## config.mk

```make
export PLATFORM = sky130hd
export DESIGN_NAME = ripple_count_sampler_flat
export DESIGN_NICKNAME = d
export VERILOG_FILES = /design/src/rtl/ripple_count_sampler_if.sv /design/src/rtl/ripple_count_sampler.sv /design/src/flat_wrapper.sv
export SDC_FILE = /design/constraint.sdc
export NUM_CORES = 1
export LEC_CHECK = 0
export ABC_CLOCK_PERIOD_IN_PS = 1900
export BUFFER_PORTS_ARGS = -buffer_cell sky130_fd_sc_hd__buf_2
export CORE_MARGIN = 2
export CORE_UTILIZATION = 30
export CTS_CLUSTER_SIZE = 20
export DETAILED_ROUTE_END_ITERATION = 8
export SLEW_MARGIN = 15
export SYNTH_ARGS = -nofsm -noshare
export SYNTH_HDL_FRONTEND = slang
export SYNTH_SLANG_ARGS = --single-unit
```

## constraint.sdc

```tcl
create_clock -name clk -period 1.9 [get_ports clk]
set_clock_uncertainty 0.1 [all_clocks]
set_input_delay 0.095 -clock clk [delete_from_list [all_inputs] [get_ports clk]]
set_output_delay 0.095 -clock clk [all_outputs]
set_load 0.02 [all_outputs]
```

## src/rtl/ripple_count_sampler_if.sv

```systemverilog
// Bus bundle between the ripple-counter sampler and its consumer.
// master drives the raw count and clear; slave (the sampler) drives the results.
interface ripple_count_sampler_if #(
    parameter int unsigned W = 3
);
    logic [W-1:0] cnt_in;
    logic         clr;
    logic [W-1:0] count_out;
    logic         count_valid;
    logic         new_pulse;
    logic         wrap_pulse;
    logic         skip_err;
    logic [7:0]   wrap_cnt;
    logic [7:0]   err_cnt;

    modport master (
        output cnt_in, clr,
        input  count_out, count_valid, new_pulse, wrap_pulse, skip_err, wrap_cnt, err_cnt
    );

    modport slave (
        input  cnt_in, clr,
        output count_out, count_valid, new_pulse, wrap_pulse, skip_err, wrap_cnt, err_cnt
    );
endinterface

```

## src/rtl/ripple_count_sampler.sv

```systemverilog
// Samples an asynchronous ripple up-counter, filters settling glitches and flags steps.
// Optional: define RIPPLE_SAMPLER_ERRCNT_EN to build the saturating skip-error counter.
module ripple_count_sampler #(
    parameter int unsigned W      = 3,
    parameter int unsigned STABLE = 2
) (
    input  logic                   clk,
    input  logic                   rst,
    ripple_count_sampler_if.slave  bus
);
    localparam int unsigned SW = 4;
    localparam int unsigned CW = 8;

    typedef enum logic {
        INIT  = 1'b0,
        TRACK = 1'b1
    } state_t;

    state_t          state_q, state_d;
    logic [W-1:0]    sync1, sync2;
    logic [W-1:0]    cand;
    logic [SW-1:0]   stab;

    logic [W-1:0]    count_q, count_d;
    logic            valid_q, valid_d;
    logic            new_q, new_d;
    logic            wrap_q, wrap_d;
    logic            skip_q, skip_d;
    logic [CW-1:0]   wrap_cnt_q;
    logic            wrap_inc_c;

    logic            accept_c;
    logic            seq_c;
    logic            top_c;

    // Two-flop synchronizer followed by the run-length stability filter
    always_ff @(posedge clk) begin
        if (rst) begin
            sync1 <= '0;
            sync2 <= '0;
            cand  <= '0;
            stab  <= '0;
        end else begin
            sync1 <= bus.cnt_in;
            sync2 <= sync1;
            if (sync2 != cand) begin
                cand <= sync2;
                stab <= SW'(1);
            end else if (stab < SW'(STABLE)) begin
                stab <= stab + SW'(1);
            end
        end
    end

    assign accept_c = (stab == SW'(STABLE)) && ((state_q == INIT) || (cand != count_q));
    assign seq_c    = (cand == (count_q + W'(1)));
    assign top_c    = (count_q == {W{1'b1}});

    always_ff @(posedge clk) begin
        if (rst) state_q <= INIT;
        else     state_q <= state_d;
    end

    always_comb begin
        state_d = state_q;
        if ((state_q == INIT) && accept_c) state_d = TRACK;
    end

    // Next values of the registered outputs; wrap/skip only judged once tracking
    always_comb begin
        count_d    = count_q;
        valid_d    = (state_d == TRACK);
        new_d      = 1'b0;
        wrap_d     = 1'b0;
        skip_d     = 1'b0;
        wrap_inc_c = 1'b0;
        if (accept_c) begin
            count_d = cand;
            new_d   = 1'b1;
            if (state_q == TRACK) begin
                if (seq_c) begin
                    wrap_d     = top_c;
                    wrap_inc_c = top_c;
                end else begin
                    skip_d = 1'b1;
                end
            end
        end
    end

    always_ff @(posedge clk) begin
        if (rst) begin
            count_q <= '0;
            valid_q <= 1'b0;
            new_q   <= 1'b0;
            wrap_q  <= 1'b0;
            skip_q  <= 1'b0;
        end else begin
            count_q <= count_d;
            valid_q <= valid_d;
            new_q   <= new_d;
            wrap_q  <= wrap_d;
            skip_q  <= skip_d;
        end
    end

    // clr wins over a same-cycle increment
    always_ff @(posedge clk) begin
        if (rst || bus.clr)  wrap_cnt_q <= '0;
        else if (wrap_inc_c) wrap_cnt_q <= wrap_cnt_q + CW'(1);
    end

`ifdef RIPPLE_SAMPLER_ERRCNT_EN
    logic [CW-1:0] err_cnt_q;

    always_ff @(posedge clk) begin
        if (rst || bus.clr)                           err_cnt_q <= '0;
        else if (skip_d && (err_cnt_q != {CW{1'b1}})) err_cnt_q <= err_cnt_q + CW'(1);
    end

    assign bus.err_cnt = err_cnt_q;
`else
    assign bus.err_cnt = '0;
`endif

    assign bus.count_out   = count_q;
    assign bus.count_valid = valid_q;
    assign bus.new_pulse   = new_q;
    assign bus.wrap_pulse  = wrap_q;
    assign bus.skip_err    = skip_q;
    assign bus.wrap_cnt    = wrap_cnt_q;
endmodule
```

## src/flat_wrapper.sv

```systemverilog
// flat-port wrapper written by rule: the top's interface ports become plain ports
module ripple_count_sampler_flat 
#(
    parameter int unsigned W      = 3,
    parameter int unsigned STABLE = 2
)
  (clk, rst, bus_cnt_in, bus_clr, bus_count_out, bus_count_valid, bus_new_pulse, bus_wrap_pulse, bus_skip_err, bus_wrap_cnt, bus_err_cnt);
  ripple_count_sampler_if #(.W(W)) bus_i ();
  input  logic clk;
  input  logic rst;
  input wire logic [$bits(bus_i.cnt_in)-1:0] bus_cnt_in;
  input wire logic [$bits(bus_i.clr)-1:0] bus_clr;
  output wire logic [$bits(bus_i.count_out)-1:0] bus_count_out;
  output wire logic [$bits(bus_i.count_valid)-1:0] bus_count_valid;
  output wire logic [$bits(bus_i.new_pulse)-1:0] bus_new_pulse;
  output wire logic [$bits(bus_i.wrap_pulse)-1:0] bus_wrap_pulse;
  output wire logic [$bits(bus_i.skip_err)-1:0] bus_skip_err;
  output wire logic [$bits(bus_i.wrap_cnt)-1:0] bus_wrap_cnt;
  output wire logic [$bits(bus_i.err_cnt)-1:0] bus_err_cnt;
  assign bus_i.cnt_in = bus_cnt_in;
  assign bus_i.clr = bus_clr;
  assign bus_count_out = bus_i.count_out;
  assign bus_count_valid = bus_i.count_valid;
  assign bus_new_pulse = bus_i.new_pulse;
  assign bus_wrap_pulse = bus_i.wrap_pulse;
  assign bus_skip_err = bus_i.skip_err;
  assign bus_wrap_cnt = bus_i.wrap_cnt;
  assign bus_err_cnt = bus_i.err_cnt;
  ripple_count_sampler #(.W(W), .STABLE(STABLE)) u_core (.clk(clk), .rst(rst), .bus(bus_i));
endmodule
```

Word-level counts from Yosys, hierarchy flattened
Cells that the tools add are included.

Mux-type cells: 7. Equality and inequality tests: 5. Reductions and logical operators: 7. Magnitude comparators: 1. $add $sub $neg: 3. Bitwise logic cells: 2.

Operators with widths (count): $add A8 B1 Y8 const B (1); $mux W1 (7); $ne A3 B3 Y1 (2); $add A4 B1 Y4 const B (1); $eq A4 B2 Y1 const B (1); $lt A4 B2 Y1 const B (1); $add A3 B1 Y3 const B (1); $eq A3 B3 Y1 (1); $eq A3 B3 Y1 const B (1); $reduce_or A3 Y1 (1); $logic_and A1 B1 Y1 (2); $logic_or A1 B1 Y1 (2); $not A1 Y1 (2); $reduce_bool A2 Y1 (1); $reduce_or A2 Y1 (1).

Bits in registers: 28. Word-level logic and storage cells: 36. Output and inout bits: 23. Input port bits: 6.

Logic depth before layout (Yosys ltp)
Gate-level depths: netlist of the first run.

Word-level depth: 5. Gate-level depth with buffers: 7. Depth with buffers taken out: 6.

Worst setup path after synthesis of the first run
Ideal clock, no wire load.

Path kind: register -> register. Start point: register u_core.count_q[1], in the netlist u_core.bus.count_out[1]. End point: register u_core.wrap_cnt_q[7], in the netlist u_core.bus.wrap_cnt[7]. Setup slack: -0.201 ns. Stages on the path, launching flop included: 8. Setup time: 0.072 ns. Buffers on the path: 1. Data required time: 1.728 ns. Period minus slack after synthesis: 2.101 ns. Arrival: 1.930 ns. Cell sequence: dfxtp_1 ha_1 ha_1 xnor2_1 nand4bb_2 buf_2 nor4_2 mux2i_1.

Cells in the longest elaborated chain, start to end: 5. Elaborated cells on any way between the ends: 9. Classes of those cells: add/sub (1); eq/ne (3); mux (3); reduce/logical (2).

Ends and longest elaborated chain: start: declaration (RTL line ripple_count_sampler.sv:24) `logic [W-1:0] count_q, count_d;`; start signal: assignment (RTL line ripple_count_sampler.sv:99) `count_q <= count_d;`; $add A3 B1 Y3 (RTL line ripple_count_sampler.sv:56) `assign seq_c = (cand == (count_q + W'(1)));`; $eq A3 B3 Y1 (RTL line ripple_count_sampler.sv:56); $mux W1 (RTL line ripple_count_sampler.sv:81) `if (seq_c) begin`; $mux W1 (RTL line ripple_count_sampler.sv:80) `if (state_q == TRACK) begin`; $mux W1 (*) (RTL line ripple_count_sampler.sv:77) `if (accept_c) begin`; end signal: assignment (RTL line ripple_count_sampler.sv:110) `else if (wrap_inc_c) wrap_cnt_q <= wrap_cnt_q + CW'(1);`; end: declaration (RTL line ripple_count_sampler.sv:29) `logic [CW-1:0] wrap_cnt_q;`.

Mark *: on every way between the ends. The rest lies on a longest branch, timed or not. A chain may end at the register's enable or synchronous reset.

Final worst setup path of the first run
Start point: register u_core.count_q[1], in the netlist u_core.bus.count_out[1]. End point: register u_core.wrap_cnt_q[4], in the netlist u_core.bus.wrap_cnt[4].

Same word-level chain as after synthesis.

==> results.cfg, run 1 <==
[synth]
synth_cell_types = 31
synth.area.mux_share = 0.00820
netlist_area_um2 = 1220
synth.ff_latch_count = 28
synth-simple-area-share = 0.245
ys_seq_area_frac = 0.459
synth_xor_xnor_area_share = 0.0645
synth-adder-area-share = 0.0512
synth_top_family_by_area = simple AND/OR/NAND/NOR gates
syn_area_per_cell_um2 = 9.32
synth_compound_area_frac = 0.100
synthCells = 131
yosys_warnings = 0

[floorplanning]
die_area_um2 = 4600
start_util = 0.307
io_pins = 29
die_y_um = 67.8
core_um2 = 3970
num_rows = 23
die_x_um = 67.8

[global_route]
grt.overflow.total = 0
antenna_found_initial = 0
grt_pass1_vias = 961
grt_max_degree = 20
grt_usage = 0.115
grt_pass1_wl_um = 4010

[worst_setup_path]
end_kind = register
startpoint_type = register
cp.arrival_ps = 2010
rr_startpoint = u_core.bus.count_out[1]
crit_required_ps = 2000
crit_start = u_core.bus.count_out[1]
critical_path_class = reg2reg
critPathMaxFanout = 7

[placed_design]
finalWeightedCongestion = 0.769
dp.final_hpwl_um = 1740
portBuffers = 20
dp.cells = 205
pre_cts_ws_ps = -108

[timing]
setup_viol = 1
finalHoldViolations = 0
holdWs_ps = 26.7
rsz0062_at_grt = yes
period_needed_ps = 1910
fmax_mhz = 524
fin_crit_sh = 1.00
drv_slew = 0
setup_ws_ps = -7.73

[pwr]
powerDensity_nw_per_um2 = 666
ir_worst_vdd_uv = 444
power_leakage_nw = 0.677
p_total_mw = 1.07

[min_path]
worstHoldPathType = in2reg
worstHoldStart = bus_clr

[final_layout]
n_fill_cell = 399
regArea_um2 = 571
post-route-util = 0.403
final_nets = 177
drive_above_1_share = 0.303
syn2layout_area_growth_pct = 31.1
multi_input_comb_area_um2 = 688
antenna_cells = 0
final_cells = 215

[clock_tree]
clk_pin_slew_ps = 90
clockBufferDepth = 2
cts_buffers = 3
htree_levels = 1
cts_root_buf = clkbuf_8
cts_tree = built
clock_latency_ps = 260
clock_sinks = 28

[routing]
route.detailed.drc = 0
drtPass1Iterations = 4
drt-total-wl_um = 2370
drt-wirelength-per-cell_um = 11.0
viasPerCell = 4.63
ant_nets = 0
via_count = 996
drt_iter0_markers = 38

[run]
cap_violations = 0

[outcome]
status = finished, violations left
violations = negative setup slack
-- state kept, by name (all words and copies together), names as in the netlist --
signal	cells
u_core.bus.count_out	3
u_core.bus.count_valid	1
u_core.bus.new_pulse	1
u_core.bus.skip_err	1
u_core.bus.wrap_cnt	8
u_core.bus.wrap_pulse	1
u_core.cand	3
u_core.stab	4
u_core.sync1	3
u_core.sync2	3
-- per-layer routing --
metal / vias to the layer above / track usage / wire, µm
met1: 478 / 0.116 / 954
met4: 0 / 0.0425 / 19
li1: 496 / - / -
met2: 20 / 0.228 / 1300
met3: 2 / 0.0250 / 91
met5: - / 0 / 0
-- worst paths after layout --
check / to / cells past startpoint / slack [ps]
hold / removal: u_core.bus.wrap_cnt[7] / 3 / 30
hold reg to reg: u_core.sync2[2] / 1 / 340
setup / recovery: u_core.bus.wrap_cnt[4] / 7 / -8
setup reg to reg: u_core.bus.wrap_cnt[4] / 7 / -8
-- power breakdown --
part / switching (mW) / internal, mW / leakage (nW)
sequential: 0.0180 / 0.605 / 0.230
clock: 0.167 / 0.150 / 0.0228
combinational: 0.0723 / 0.0551 / 0.424
-- layout by cell type, fill, tap and decap left out, types with 2 or more instances in the layout --
master / instances
dfxtp_1: 24
buf_2: 20
nand2_1: 14
nor2b_1: 10
a21oi_1: 10
buf_4: 10
nor2_1: 8
conb_1: 8
xor2_1: 5
or3_1: 4
nand4_1: 3
nor3_1: 3
o21ai_0: 3
ha_1: 3
clkbuf_8: 3
dlygate4sd3_1: 3
inv_1: 2
xnor2_1: 2
o31ai_1: 2
or4_1: 2
ha_4: 2
buf_6: 2
dfxtp_4: 2
dfxtp_2: 2
-- synth_stat cells, drive strengths merged --
cell type  count  area [µm²]
a21oi         11        55.1
a311o          1        10.0
and2           1        6.26
buf           10        68.8
clkbuf         2        7.51
conb           1        3.75
dfxtp         28         561
ha             5        62.6
inv            2        7.51
mux2i          1        10.0
nand2         14        52.6
nand4          3        18.8
nand4bb        1        16.3
nor2           8        30.0
nor2b         10        62.6
nor3           3        15.0
nor3b          2        26.3
nor4           2        18.8
o211ai         1        7.51
o21a           1        7.51
o21ai          4        20.0
o31ai          3        22.5
or2            1        6.26
or3            5        31.3
or4            2        15.0
xnor2          3        26.3
xor2           6        52.6
-- kinds of logic after synthesis --
family                     count (synthesis)
adders and majority gates                  5
and+or+nand+nor                           52
muxes                                      1
DFF                                       28
xor gates and xnor gates                   9
buffers and inverters                     14
other                                      1
AOI/OAI and AO/OA                         21
-- timing repair --
| action | in CTS | in global routing |
|---|---|---|
| hold buffers | 3 | 0 |
| setup endpoints to repair | 6 | 8 |
| pin swaps | 6 | 4 |
| hold endpoints to repair | 3 | 0 |
| setup buffers | 3 | 0 |
| resized for setup | 6 | 6 |
-- through the flow --
step / cell area [µm²] / TNS (ps)
after floorplan: 1280 / -18.7
after global placement: 1430 / -152
after detailed placement: 1430 / -423
after CTS: 1580 / -33.7
after global routing: 1600 / -281
final: 1600 / -7.73
-- critical path, stage by stage, from the launching register on --
cell       delay (ps)
dfxtp_4           360
ha_4              160
ha_4              280
xnor2_4           120
nand4bb_4         180
buf_6             170
or3_4             360
a21oi_2           110
-- area by class of cell --
cell class / instances / share of cell area
multi-input cells: 96 / 0.430
flip-flops and latches: 28 / 0.356
clock buffers: 4 / 0.0281
well taps: 50 / 0.0391
inverters: 2 / 0.00469
repair buffers: 35 / 0.142
Note: power is estimated with default switching activity, not from simulation.
==> inputs of run 2 (changes only) <==
--- a/config.mk
+++ b/config.mk
@@ -11,6 +11,7 @@
 export CORE_UTILIZATION = 30
 export CTS_CLUSTER_SIZE = 20
 export DETAILED_ROUTE_END_ITERATION = 8
+export SKIP_LAST_GASP = 1
 export SLEW_MARGIN = 15
 export SYNTH_ARGS = -nofsm -noshare
 export SYNTH_HDL_FRONTEND = slang
==> run 2 against run 1 <==
Against the previous run:
- the flow still finishes with violations (negative setup slack)
- critical path depth stayed put
- cell count stayed put
- non-clock buffer count is the same
- setup slack lost 28 ps
- clock power about the same
- utilization grew 0.095 points
- maximum frequency fell by 1.5%
- largest cell class unchanged
==> results.cfg, run 2 (synthesis results as in run 1) <==
[pwr]
internal_power_mw = 0.810
switchingPower_mw = 0.259
p_sw_frac = 0.242
powerDensity_nw_per_um2 = 666
ir_worst_vdd_uv = 444
comb_power_share = 0.120
pwr-share-clk = 0.298
power_leakage_nw = 0.679
p_total_mw = 1.07
p_seq_frac = 0.583

[routing]
via_count = 989
drtPass1Iterations = 4
drt-total-wl_um = 2460
drt_iter0_markers = 33
viasPerCell = 4.60
ant_nets = 0
drt-wirelength-per-cell_um = 11.4
route.detailed.drc = 0

[global_route]
grt_pass1_wl_um = 4010
grt_pass1_vias = 963
grt_usage = 0.115
antenna_found_initial = 0
grt_max_degree = 20
grt.overflow.total = 0

[min_path]
worstHoldPathType = in2reg

[clock_tree]
clock_latency_ps = 260
cts_tree = built
cts_buffers = 3
clockBufferDepth = 2
clock_sinks = 28
cts_root_buf = clkbuf_8
clk_pin_slew_ps = 90
htree_levels = 1

[worst_setup_path]
cp.arrival_ps = 2040
crit_slowest_cell = or3_4
critical_path_class = reg2reg
end_kind = register
crit_required_ps = 2000
slowest_delay_ps = 370
critPathMaxFanout = 7
cp_common_cell = ha_4
path_buf_inv = 1
worstPathCellList = ha_4 > ha_4 > xnor2_4 > nand4bb_4 > buf_6 > or3_4 > a21oi_2
startpoint_type = register
critPathTopFamily = simple AND/OR/NAND/NOR gates

[timing]
timing.setup.tns_ps = -35.9
period_needed_ps = 1940
rsz0062_at_grt = yes
fmax_mhz = 517
drv_slew = 0
holdWs_ps = 26.3
setup_ws_ps = -35.9
finalHoldViolations = 0
fin_crit_sh = 1.02
setup_viol = 1

[final_layout]
drive_above_1_share = 0.303
final_cell_mix = dfxtp_1 (24), buf_2 (20), nand2_1 (14)
syn2layout_area_growth_pct = 31.5
post-route-util = 0.404
final_cells = 215
final_nets = 177
final_common_cell = dfxtp_1
antenna_cells = 0
finalInstanceArea_um2 = 1610
largest_reg_flops = 8

[placed_design]
finalWeightedCongestion = 0.769
portBuffers = 20
placed_area_um2 = 1430
dp.final_hpwl_um = 1740
dp.cells = 205
pre_cts_ws_ps = -108

[run]
cap_violations = 0

[floorplanning]
die_y_um = 67.8
start_util = 0.307
io_pins = 29
num_rows = 23
core_um2 = 3970
die_x_um = 67.8
die_area_um2 = 4600

[outcome]
status = finished, violations left
violations = negative setup slack
-- run 2: cell count changes in the layout (fill, tap and decap cells not counted) --
cell / previous run / this run
buf_6: 2 / 3
buf_4: 10 / 9
-- run 2: final cells by class --
class                   instances  area (µm²)
clock buffers                   4        45.0
multi-input cells              96         688
well taps                      50        62.6
inverters                       2        7.51
flip-flops and latches         28         571
fillers                       398        2370
repair buffers                 35         231
-- run 2: worst reg2reg max path, cell delays in order (launching register included) --
cell and delay (ps):
dfxtp_4 360, ha_4 160, ha_4 280, xnor2_4 130, nand4bb_4 180, buf_6 170, or3_4 370, a21oi_2 130
-- run 2: worst paths after layout --
| check | from | end | slack [ps] | depth (start not counted) |
|---|---|---|---|---|
| max reg2reg | u_core.bus.count_out[0] | u_core.bus.wrap_cnt[4] | -40 | 7 |
| min reg2reg | u_core.sync1[2] | u_core.sync2[2] | 340 | 1 |
| min | bus_clr | u_core.bus.wrap_cnt[7] | 30 | 3 |
| max | u_core.bus.count_out[0] | u_core.bus.wrap_cnt[4] | -40 | 7 |
-- run 2: what timing repair did --
action,CTS,global route
hold buffers,3,0
endpoints found under the hold margin,3,0
pin swaps,5,4
gates resized for setup,6,7
endpoints found under the setup margin,6,8
setup buffers,3,0
-- run 2: power by group through the flow --
stage | clock, mW | combinational (mW) | sequential [mW]
3_5_place_dp | 0 | 0.121 | 0.635
2_1_floorplan | 0 | 0.0955 | 0.638
5_1_grt | 0.352 | 0.143 | 0.626
4_1_cts | 0.335 | 0.129 | 0.622
3_3_place_gp | 0 | 0.117 | 0.634
6_report | 0.318 | 0.128 | 0.623
-- run 2: metal layers --
metal,global-route usage,share of wire,vias to the layer above
li1,-,-,498
met4,0.0425,0.0077,0
met5,0,0,-
met2,0.228,0.54,20
met1,0.116,0.41,469
met3,0.0250,0.035,2
